**src/rtl/wb_timeout_bridge.sv**
```systemverilog
// wb_timeout_bridge
// Registered Wishbone bridge from the CPU external bus to the crossbar slave
// side. Each request is forwarded and held until the slave acknowledges. If the
// slave stays silent for TIMEOUT_CYCLES cycles, the bridge answers the CPU with
// an error response so the core cannot hang on an unmapped address. Timeout
// statistics (saturating count, last failing address, pulse) are kept for debug.

module wb_timeout_bridge #(
    parameter int unsigned TIMEOUT_CYCLES = 255,
    parameter logic [31:0] ERR_DATA       = 32'hDEAD_BEEF
) (
    input  logic        clk,
    input  logic        arstn,

    // upstream (CPU) side
    input  logic [31:0] wb_adr_i,
    input  logic [31:0] wb_dat_i,
    output logic [31:0] wb_dat_o,
    input  logic        wb_we_i,
    input  logic [3:0]  wb_sel_i,
    input  logic        wb_stb_i,
    input  logic        wb_cyc_i,
    output logic        wb_ack_o,
    output logic        wb_err_o,

    // downstream (crossbar) side
    output logic [31:0] m_adr_o,
    output logic [31:0] m_dat_o,
    output logic        m_we_o,
    output logic [3:0]  m_sel_o,
    output logic        m_stb_o,
    output logic        m_cyc_o,
    input  logic [31:0] m_dat_i,
    input  logic        m_ack_i,

    // debug statistics
    input  logic        timeout_clr_i,
    output logic [7:0]  timeout_cnt_o,
    output logic [31:0] last_err_adr_o,
    output logic        timeout_irq_o
);

    localparam int unsigned DATA_W    = 32;
    // Wait counter value seen in the last cycle the request may stay open.
    localparam logic [15:0] WAIT_LAST = 16'(TIMEOUT_CYCLES - 1);

    if ((TIMEOUT_CYCLES < 2) || (TIMEOUT_CYCLES > 65535)) begin : g_bad_timeout
        $error("wb_timeout_bridge: TIMEOUT_CYCLES must be in 2..65535");
    end

    typedef enum logic [1:0] {
        S_IDLE = 2'd0,
        S_REQ  = 2'd1,
        S_RESP = 2'd2
    } state_t;

    // Saturating +1 for the 8-bit timeout counter.
    function automatic logic [7:0] sat_inc8(input logic [7:0] v);
        return (v == 8'hFF) ? v : (v + 8'd1);
    endfunction

    state_t             state, state_d;
    logic [15:0]        wait_cnt, wait_cnt_d;

    logic [DATA_W-1:0]  req_adr, req_adr_d;
    logic [DATA_W-1:0]  req_dat, req_dat_d;
    logic               req_we, req_we_d;
    logic [3:0]         req_sel, req_sel_d;
    logic               req_vld, req_vld_d;

    logic [DATA_W-1:0]  rsp_dat, rsp_dat_d;
    logic               rsp_ack, rsp_ack_d;
    logic               rsp_err, rsp_err_d;

    logic [7:0]         tmo_cnt, tmo_cnt_d, tmo_cnt_base;
    logic [DATA_W-1:0]  tmo_adr, tmo_adr_d, tmo_adr_base;
    logic               tmo_irq, tmo_irq_d;

    // Next-state and next-register logic: accept, wait/ack/timeout/abort, respond.
    always_comb begin
        state_d    = state;
        wait_cnt_d = wait_cnt;
        req_adr_d  = req_adr;
        req_dat_d  = req_dat;
        req_we_d   = req_we;
        req_sel_d  = req_sel;
        req_vld_d  = req_vld;
        rsp_dat_d  = rsp_dat;
        rsp_ack_d  = 1'b0;
        rsp_err_d  = 1'b0;
        tmo_irq_d  = 1'b0;

        // A clear takes effect first, so a coincident timeout still counts as 1.
        tmo_cnt_base = timeout_clr_i ? 8'd0 : tmo_cnt;
        tmo_adr_base = timeout_clr_i ? '0 : tmo_adr;
        tmo_cnt_d    = tmo_cnt_base;
        tmo_adr_d    = tmo_adr_base;

        case (state)
            S_IDLE: begin
                if (wb_cyc_i && wb_stb_i) begin
                    req_adr_d  = wb_adr_i;
                    req_dat_d  = wb_dat_i;
                    req_we_d   = wb_we_i;
                    req_sel_d  = wb_sel_i;
                    req_vld_d  = 1'b1;
                    wait_cnt_d = 16'd0;
                    state_d    = S_REQ;
                end
            end

            S_REQ: begin
                if (!wb_cyc_i) begin
                    // Master gave up: withdraw silently, any ack this cycle is dropped.
                    req_vld_d = 1'b0;
                    state_d   = S_IDLE;
                end else if (m_ack_i) begin
                    // Ack beats a timeout landing in the same cycle.
                    rsp_dat_d = m_dat_i;
                    rsp_ack_d = 1'b1;
                    req_vld_d = 1'b0;
                    state_d   = S_RESP;
                end else if (wait_cnt == WAIT_LAST) begin
                    rsp_dat_d = ERR_DATA;
                    rsp_ack_d = 1'b1;
                    rsp_err_d = 1'b1;
                    tmo_irq_d = 1'b1;
                    tmo_adr_d = req_adr;
                    tmo_cnt_d = sat_inc8(tmo_cnt_base);
                    req_vld_d = 1'b0;
                    state_d   = S_RESP;
                end else begin
                    wait_cnt_d = wait_cnt + 16'd1;
                end
            end

            S_RESP: begin
                // Response is visible for this single cycle; a pending request
                // is only sampled again once back in idle.
                state_d = S_IDLE;
            end

            default: begin
                state_d   = S_IDLE;
                req_vld_d = 1'b0;
            end
        endcase
    end

    // FSM state register.
    always_ff @(posedge clk or negedge arstn) begin
        if (!arstn) begin
            state <= S_IDLE;
        end else begin
            state <= state_d;
        end
    end

    // Request, response, wait counter and statistics registers.
    always_ff @(posedge clk or negedge arstn) begin
        if (!arstn) begin
            wait_cnt <= 16'd0;
            req_adr  <= '0;
            req_dat  <= '0;
            req_we   <= 1'b0;
            req_sel  <= 4'd0;
            req_vld  <= 1'b0;
            rsp_dat  <= '0;
            rsp_ack  <= 1'b0;
            rsp_err  <= 1'b0;
            tmo_cnt  <= 8'd0;
            tmo_adr  <= '0;
            tmo_irq  <= 1'b0;
        end else begin
            wait_cnt <= wait_cnt_d;
            req_adr  <= req_adr_d;
            req_dat  <= req_dat_d;
            req_we   <= req_we_d;
            req_sel  <= req_sel_d;
            req_vld  <= req_vld_d;
            rsp_dat  <= rsp_dat_d;
            rsp_ack  <= rsp_ack_d;
            rsp_err  <= rsp_err_d;
            tmo_cnt  <= tmo_cnt_d;
            tmo_adr  <= tmo_adr_d;
            tmo_irq  <= tmo_irq_d;
        end
    end

    assign m_adr_o        = req_adr;
    assign m_dat_o        = req_dat;
    assign m_we_o         = req_we;
    assign m_sel_o        = req_sel;
    assign m_stb_o        = req_vld;
    assign m_cyc_o        = req_vld;

    assign wb_dat_o       = rsp_dat;
    assign wb_ack_o       = rsp_ack;
    assign wb_err_o       = rsp_err;

    assign timeout_cnt_o  = tmo_cnt;
    assign last_err_adr_o = tmo_adr;
    assign timeout_irq_o  = tmo_irq;

endmodule
```
**config.mk**
```make
export PLATFORM = sky130hd
export DESIGN_NAME = wb_timeout_bridge
export DESIGN_NICKNAME = d
export VERILOG_FILES = /design/src/rtl/wb_timeout_bridge.sv
export SDC_FILE = /design/constraint.sdc
export NUM_CORES = 1
export LEC_CHECK = 0
export CAP_MARGIN = 25
export CELL_PAD_IN_SITES_DETAIL_PLACEMENT = 0
export CELL_PAD_IN_SITES_GLOBAL_PLACEMENT = 1
export CORE_UTILIZATION = 33
export CTS_BUF_LIST = sky130_fd_sc_hd__clkbuf_16
export CTS_CLUSTER_DIAMETER = 150
export DETAILED_ROUTE_END_ITERATION = 12
export GPL_TIMING_DRIVEN = 0
export HOLD_SLACK_MARGIN = 0.05
export PLACE_DENSITY_LB_ADDON = 0.1
export SYNTH_ARGS = -nofsm -noshare
export SYNTH_HDL_FRONTEND = slang
export SYNTH_SLANG_ARGS = --single-unit
export TNS_END_PERCENT = 30
```
**constraint.sdc**
```tcl
create_clock -name clk -period 2.6 [get_ports clk]
set_input_delay 0.39 -clock clk [delete_from_list [all_inputs] [get_ports clk]]
set_output_delay 0.39 -clock clk [all_outputs]
set_load 0.005 [all_outputs]
```
==> results.sh <==
export IMPL_drtIter0Drc=231
export IMPL_mostFrequentLayoutCells="clkdlybuf4s50_1 (251), nand2_1 (224), dfrtp_1 (162)"
export IMPL_finalMaxSlewViolations=0
export IMPL_grt_usage_pct=19.6
export IMPL_seqCellArea_um2=4050
export IMPL_yosysTopAreaCellShare_pct=60.5
export IMPL_grt_met3_usage_pct=6.49
export IMPL_crit_fanout=10
export IMPL_grt_use_met2_pct=33.2
export IMPL_worst_slew_pin_slew_ps=600
export IMPL_relSlewSlack_pct=60.0
export IMPL_via_per_inst=4.73
export IMPL_vias=5742
export IMPL_area_delta_synth_final_pct=51.6
export IMPL_ant_nets=0
export IMPL_setup_violations=0
export IMPL_insertion_delay_ps=420
export IMPL_htreeDepth=4
export IMPL_fin_area_um2=10200
export IMPL_netlist_area_um2=6700
export IMPL_period_share_pct=88.2
export IMPL_async_flop_share_pct=100
export IMPL_leakagePower_nw=4.47
export IMPL_grt_overflow=0
export IMPL_grt_pass1_wl_um=30800
export IMPL_routed_wl_um=19400
export IMPL_clock_sinks=162
export IMPL_power_switching_share_pct=25.9
export IMPL_gr_max_usage_layer="met2"
export IMPL_max_freq_mhz=436
export IMPL_synth_ff_type="dfrtp_1"
export IMPL_diodes=0
export IMPL_outcome="finished clean"
export IMPL_path_clk_slew_ps=70
export IMPL_synth_nets=771
export IMPL_maxCapViolations=0
export IMPL_r2r_end="last_err_adr_o[28]$_DFF_PN0_"
export IMPL_placed_area_um2=9590
export IMPL_endpoint="last_err_adr_o[28]$_DFF_PN0_"
export IMPL_crit_type="register to register"
export IMPL_netlist_instances=662
export IMPL_grt_start_max_net_pins=114
export IMPL_cts_buffers_inserted=17
export IMPL_grtUsageMet1_pct=23.3
export IMPL_fin_cells=1213
export IMPL_wl_per_cell_um=16.0
export IMPL_io_pins=253
export IMPL_powerDensity_nw_per_um2=686
export IMPL_ff2ff_setup_slack_ps=310
export IMPL_synth_seq_area_share_pct=60.5
export IMPL_arrival_ps=2570
export IMPL_gp_congestion=0.756
export IMPL_synth_area_leaders="dfrtp_1 (60%), nand2_1 (13%), nand3_1 (3.2%)"
export IMPL_pwr_share_comb_pct=21.1
export IMPL_syn_area_per_cell_um2=10.1
export IMPL_nets=1044
export IMPL_rows=51
export IMPL_postCtsSetupBuffers=0
export IMPL_synth_cell_type_count=48
export IMPL_post_place_ws_ps=-197
export IMPL_crit_start="wait_cnt[0]$_DFFE_PN0P_"
export IMPL_dieHeight_um=145
export IMPL_antenna_found_initial=0
export IMPL_clockPowerShare_pct=34.2
export IMPL_reg2reg_from="wait_cnt[0]$_DFFE_PN0P_"
export IMPL_yosysWarnings=0
export IMPL_cts_buffer_depth=2
export IMPL_required_ps=2880
export IMPL_synth_area_leader_cell="dfrtp_1"
export IMPL_core_um2=19700
export IMPL_clockRootBuffer="clkbuf_16"
export IMPL_ys_ff_latch=162
export IMPL_die_x_um=145
export IMPL_start_util_pct=34.0
export IMPL_p_int_mw=5.16
export IMPL_fillers=1774
export IMPL_reg2regPathDepth=7
export IMPL_seqPwrFrac_pct=44.7
export IMPL_min_period_ps=2290
export IMPL_irDropWorstVdd_v=0.000394
export IMPL_p_switching_mw=1.81
export IMPL_multiInputGateArea_um2=2410
export IMPL_crit_path_end_kind="register"
export IMPL_rsz0062_at_grt="false"
export IMPL_layout_commonest_cell="clkdlybuf4s50_1"
export IMPL_first_pass_iters=4
export IMPL_hold_violations=0
export IMPL_synth_edf_count=0
export IMPL_cts_tree="built"
export IMPL_grt_pass1_vias=5966
export IMPL_setup_ws_ps=308
export IMPL_hp_class="input pin to asynchronous set/reset pin"
export IMPL_die_area_um2=20900
export IMPL_cp_start_kind="register"
export IMPL_layout_drive_gt1_share_pct=6.22
export IMPL_fin_util_pct=51.5
export IMPL_clock_skew_ps=10.5
export IMPL_drcViolationCount=0
export IMPL_dpl_hpwl_um=14100
export IMPL_portBuffers=252
export IMPL_post_place_cells=1180
==> worst min-delay path by stage <==
stage | endpoint | depth (start not counted) | from | slack, ps
finish | wb_dat_o[23]$_DFFE_PN0P_ | 2 | arstn | 460
global route | m_dat_o[2]$_DFFE_PN0P_ | 3 | wb_dat_i[2] | 480
CTS | wb_dat_o[23]$_DFFE_PN0P_ | 2 | arstn | 470
detailed placement | wb_dat_o[23]$_DFFE_PN0P_ | 1 | arstn | 320
global placement | m_sel_o[3]$_DFFE_PN0P_ | 2 | m_sel_o[3]$_DFFE_PN0P_ | 460
floorplan | last_err_adr_o[0]$_DFF_PN0_ | 0 | arstn | 90
==> power by group through the flow <==
| stage | Combinational (mW) | Clock, mW | Sequential [mW] |
|---|---|---|---|
| 2_1_floorplan | 0.396 | 0 | 3.16 |
| 4_1_cts | 1.50 | 2.46 | 3.12 |
| 5_1_grt | 1.62 | 2.56 | 3.17 |
| 3_5_place_dp | 1.50 | 0 | 3.16 |
| 6_report | 1.47 | 2.38 | 3.12 |
| 3_3_place_gp | 1.48 | 0 | 3.15 |
==> state kept, by name (all words and copies together) (netlist names) <==
| name | cells |
|---|---|
| timeout_irq_o | 1 |
| state | 2 |
| timeout_cnt_o | 8 |
| m_cyc_o | 1 |
| m_sel_o | 4 |
| m_dat_o | 32 |
| last_err_adr_o | 32 |
| m_adr_o | 32 |
| wb_dat_o | 32 |
| wait_cnt | 16 |
| wb_ack_o | 1 |
| m_we_o | 1 |
==> through the flow <==
step                TNS, ps  power, mW  hold slack [ps]
floorplan                 0       3.55             94.4
global placement    -905740       4.63              458
detailed placement    -7760       4.66              320
CTS                       0       7.09              469
global route              0       7.35              477
finish                    0       6.97              464
==> metal layers <==
layer	routed length, um	vias to the layer above
met5	0	-
met4	289	0
met3	1300	22
met2	9850	170
met1	8000	2775
li1	-	2775
==> logic make-up (layout without fill, tap and decap cells) <==
family | count (synthesis) | count (layout) | share of synthesized area [%]
compound gates | 91 | 91 | 9.29
xor+xnor | 1 | 1 | 0.131
fa+ha+maj | 2 | 2 | 0.373
buf+inv | 48 | 334 | 3.58
flops | 162 | 162 | 60.5
mux | 10 | 10 | 1.59
simple gates | 348 | 348 | 24.6
==> synth_stat cells (2+ instances only) <==
master,n
o31ai_1,4
or3_1,2
nor2_1,7
and2_1,2
o22a_1,24
buf_1,6
nand4_2,3
or4_1,4
buf_6,6
nor4b_2,3
nor3_1,3
a41oi_1,2
and3_1,2
nand4_1,2
clkbuf_1,26
inv_1,3
a311oi_1,3
nand4bb_1,2
a31oi_1,2
nand2_1,224
dfrtp_1,162
nand3_1,43
buf_2,4
buf_4,2
o21ai_0,37
ha_1,2
a21oi_1,8
a22o_1,8
mux2i_1,8
and4_1,4
nor2b_1,4
nand2b_1,34
==> area by class of cell <==
type | instances | area share, %
sequential | 162 | 39.9
timing repair buffer | 254 | 25.2
multi-input combinational | 452 | 23.7
clock buffer | 17 | 4.19
tap | 265 | 3.26
buffer | 44 | 2.19
clock inverter | 15 | 1.32
inverter | 4 | 0.172
==> what timing repair did <==
| action | CTS | global route |
|---|---|---|
| gates resized for setup | 0 | 1 |
| hold buffers | 1 | 0 |
| hold endpoints to repair | 49 | 0 |
| setup endpoints to repair | 0 | 30 |
==> critical path: stages, from the launching register on <==
cell and delay, ps:
dfrtp_1 420, inv_1 100, ha_1 180, nor4b_2 320, nand4_1 160, nor2_2 400
clkbuf_1 390, o21ai_0 180
Power figures use the tool's default switching activity.
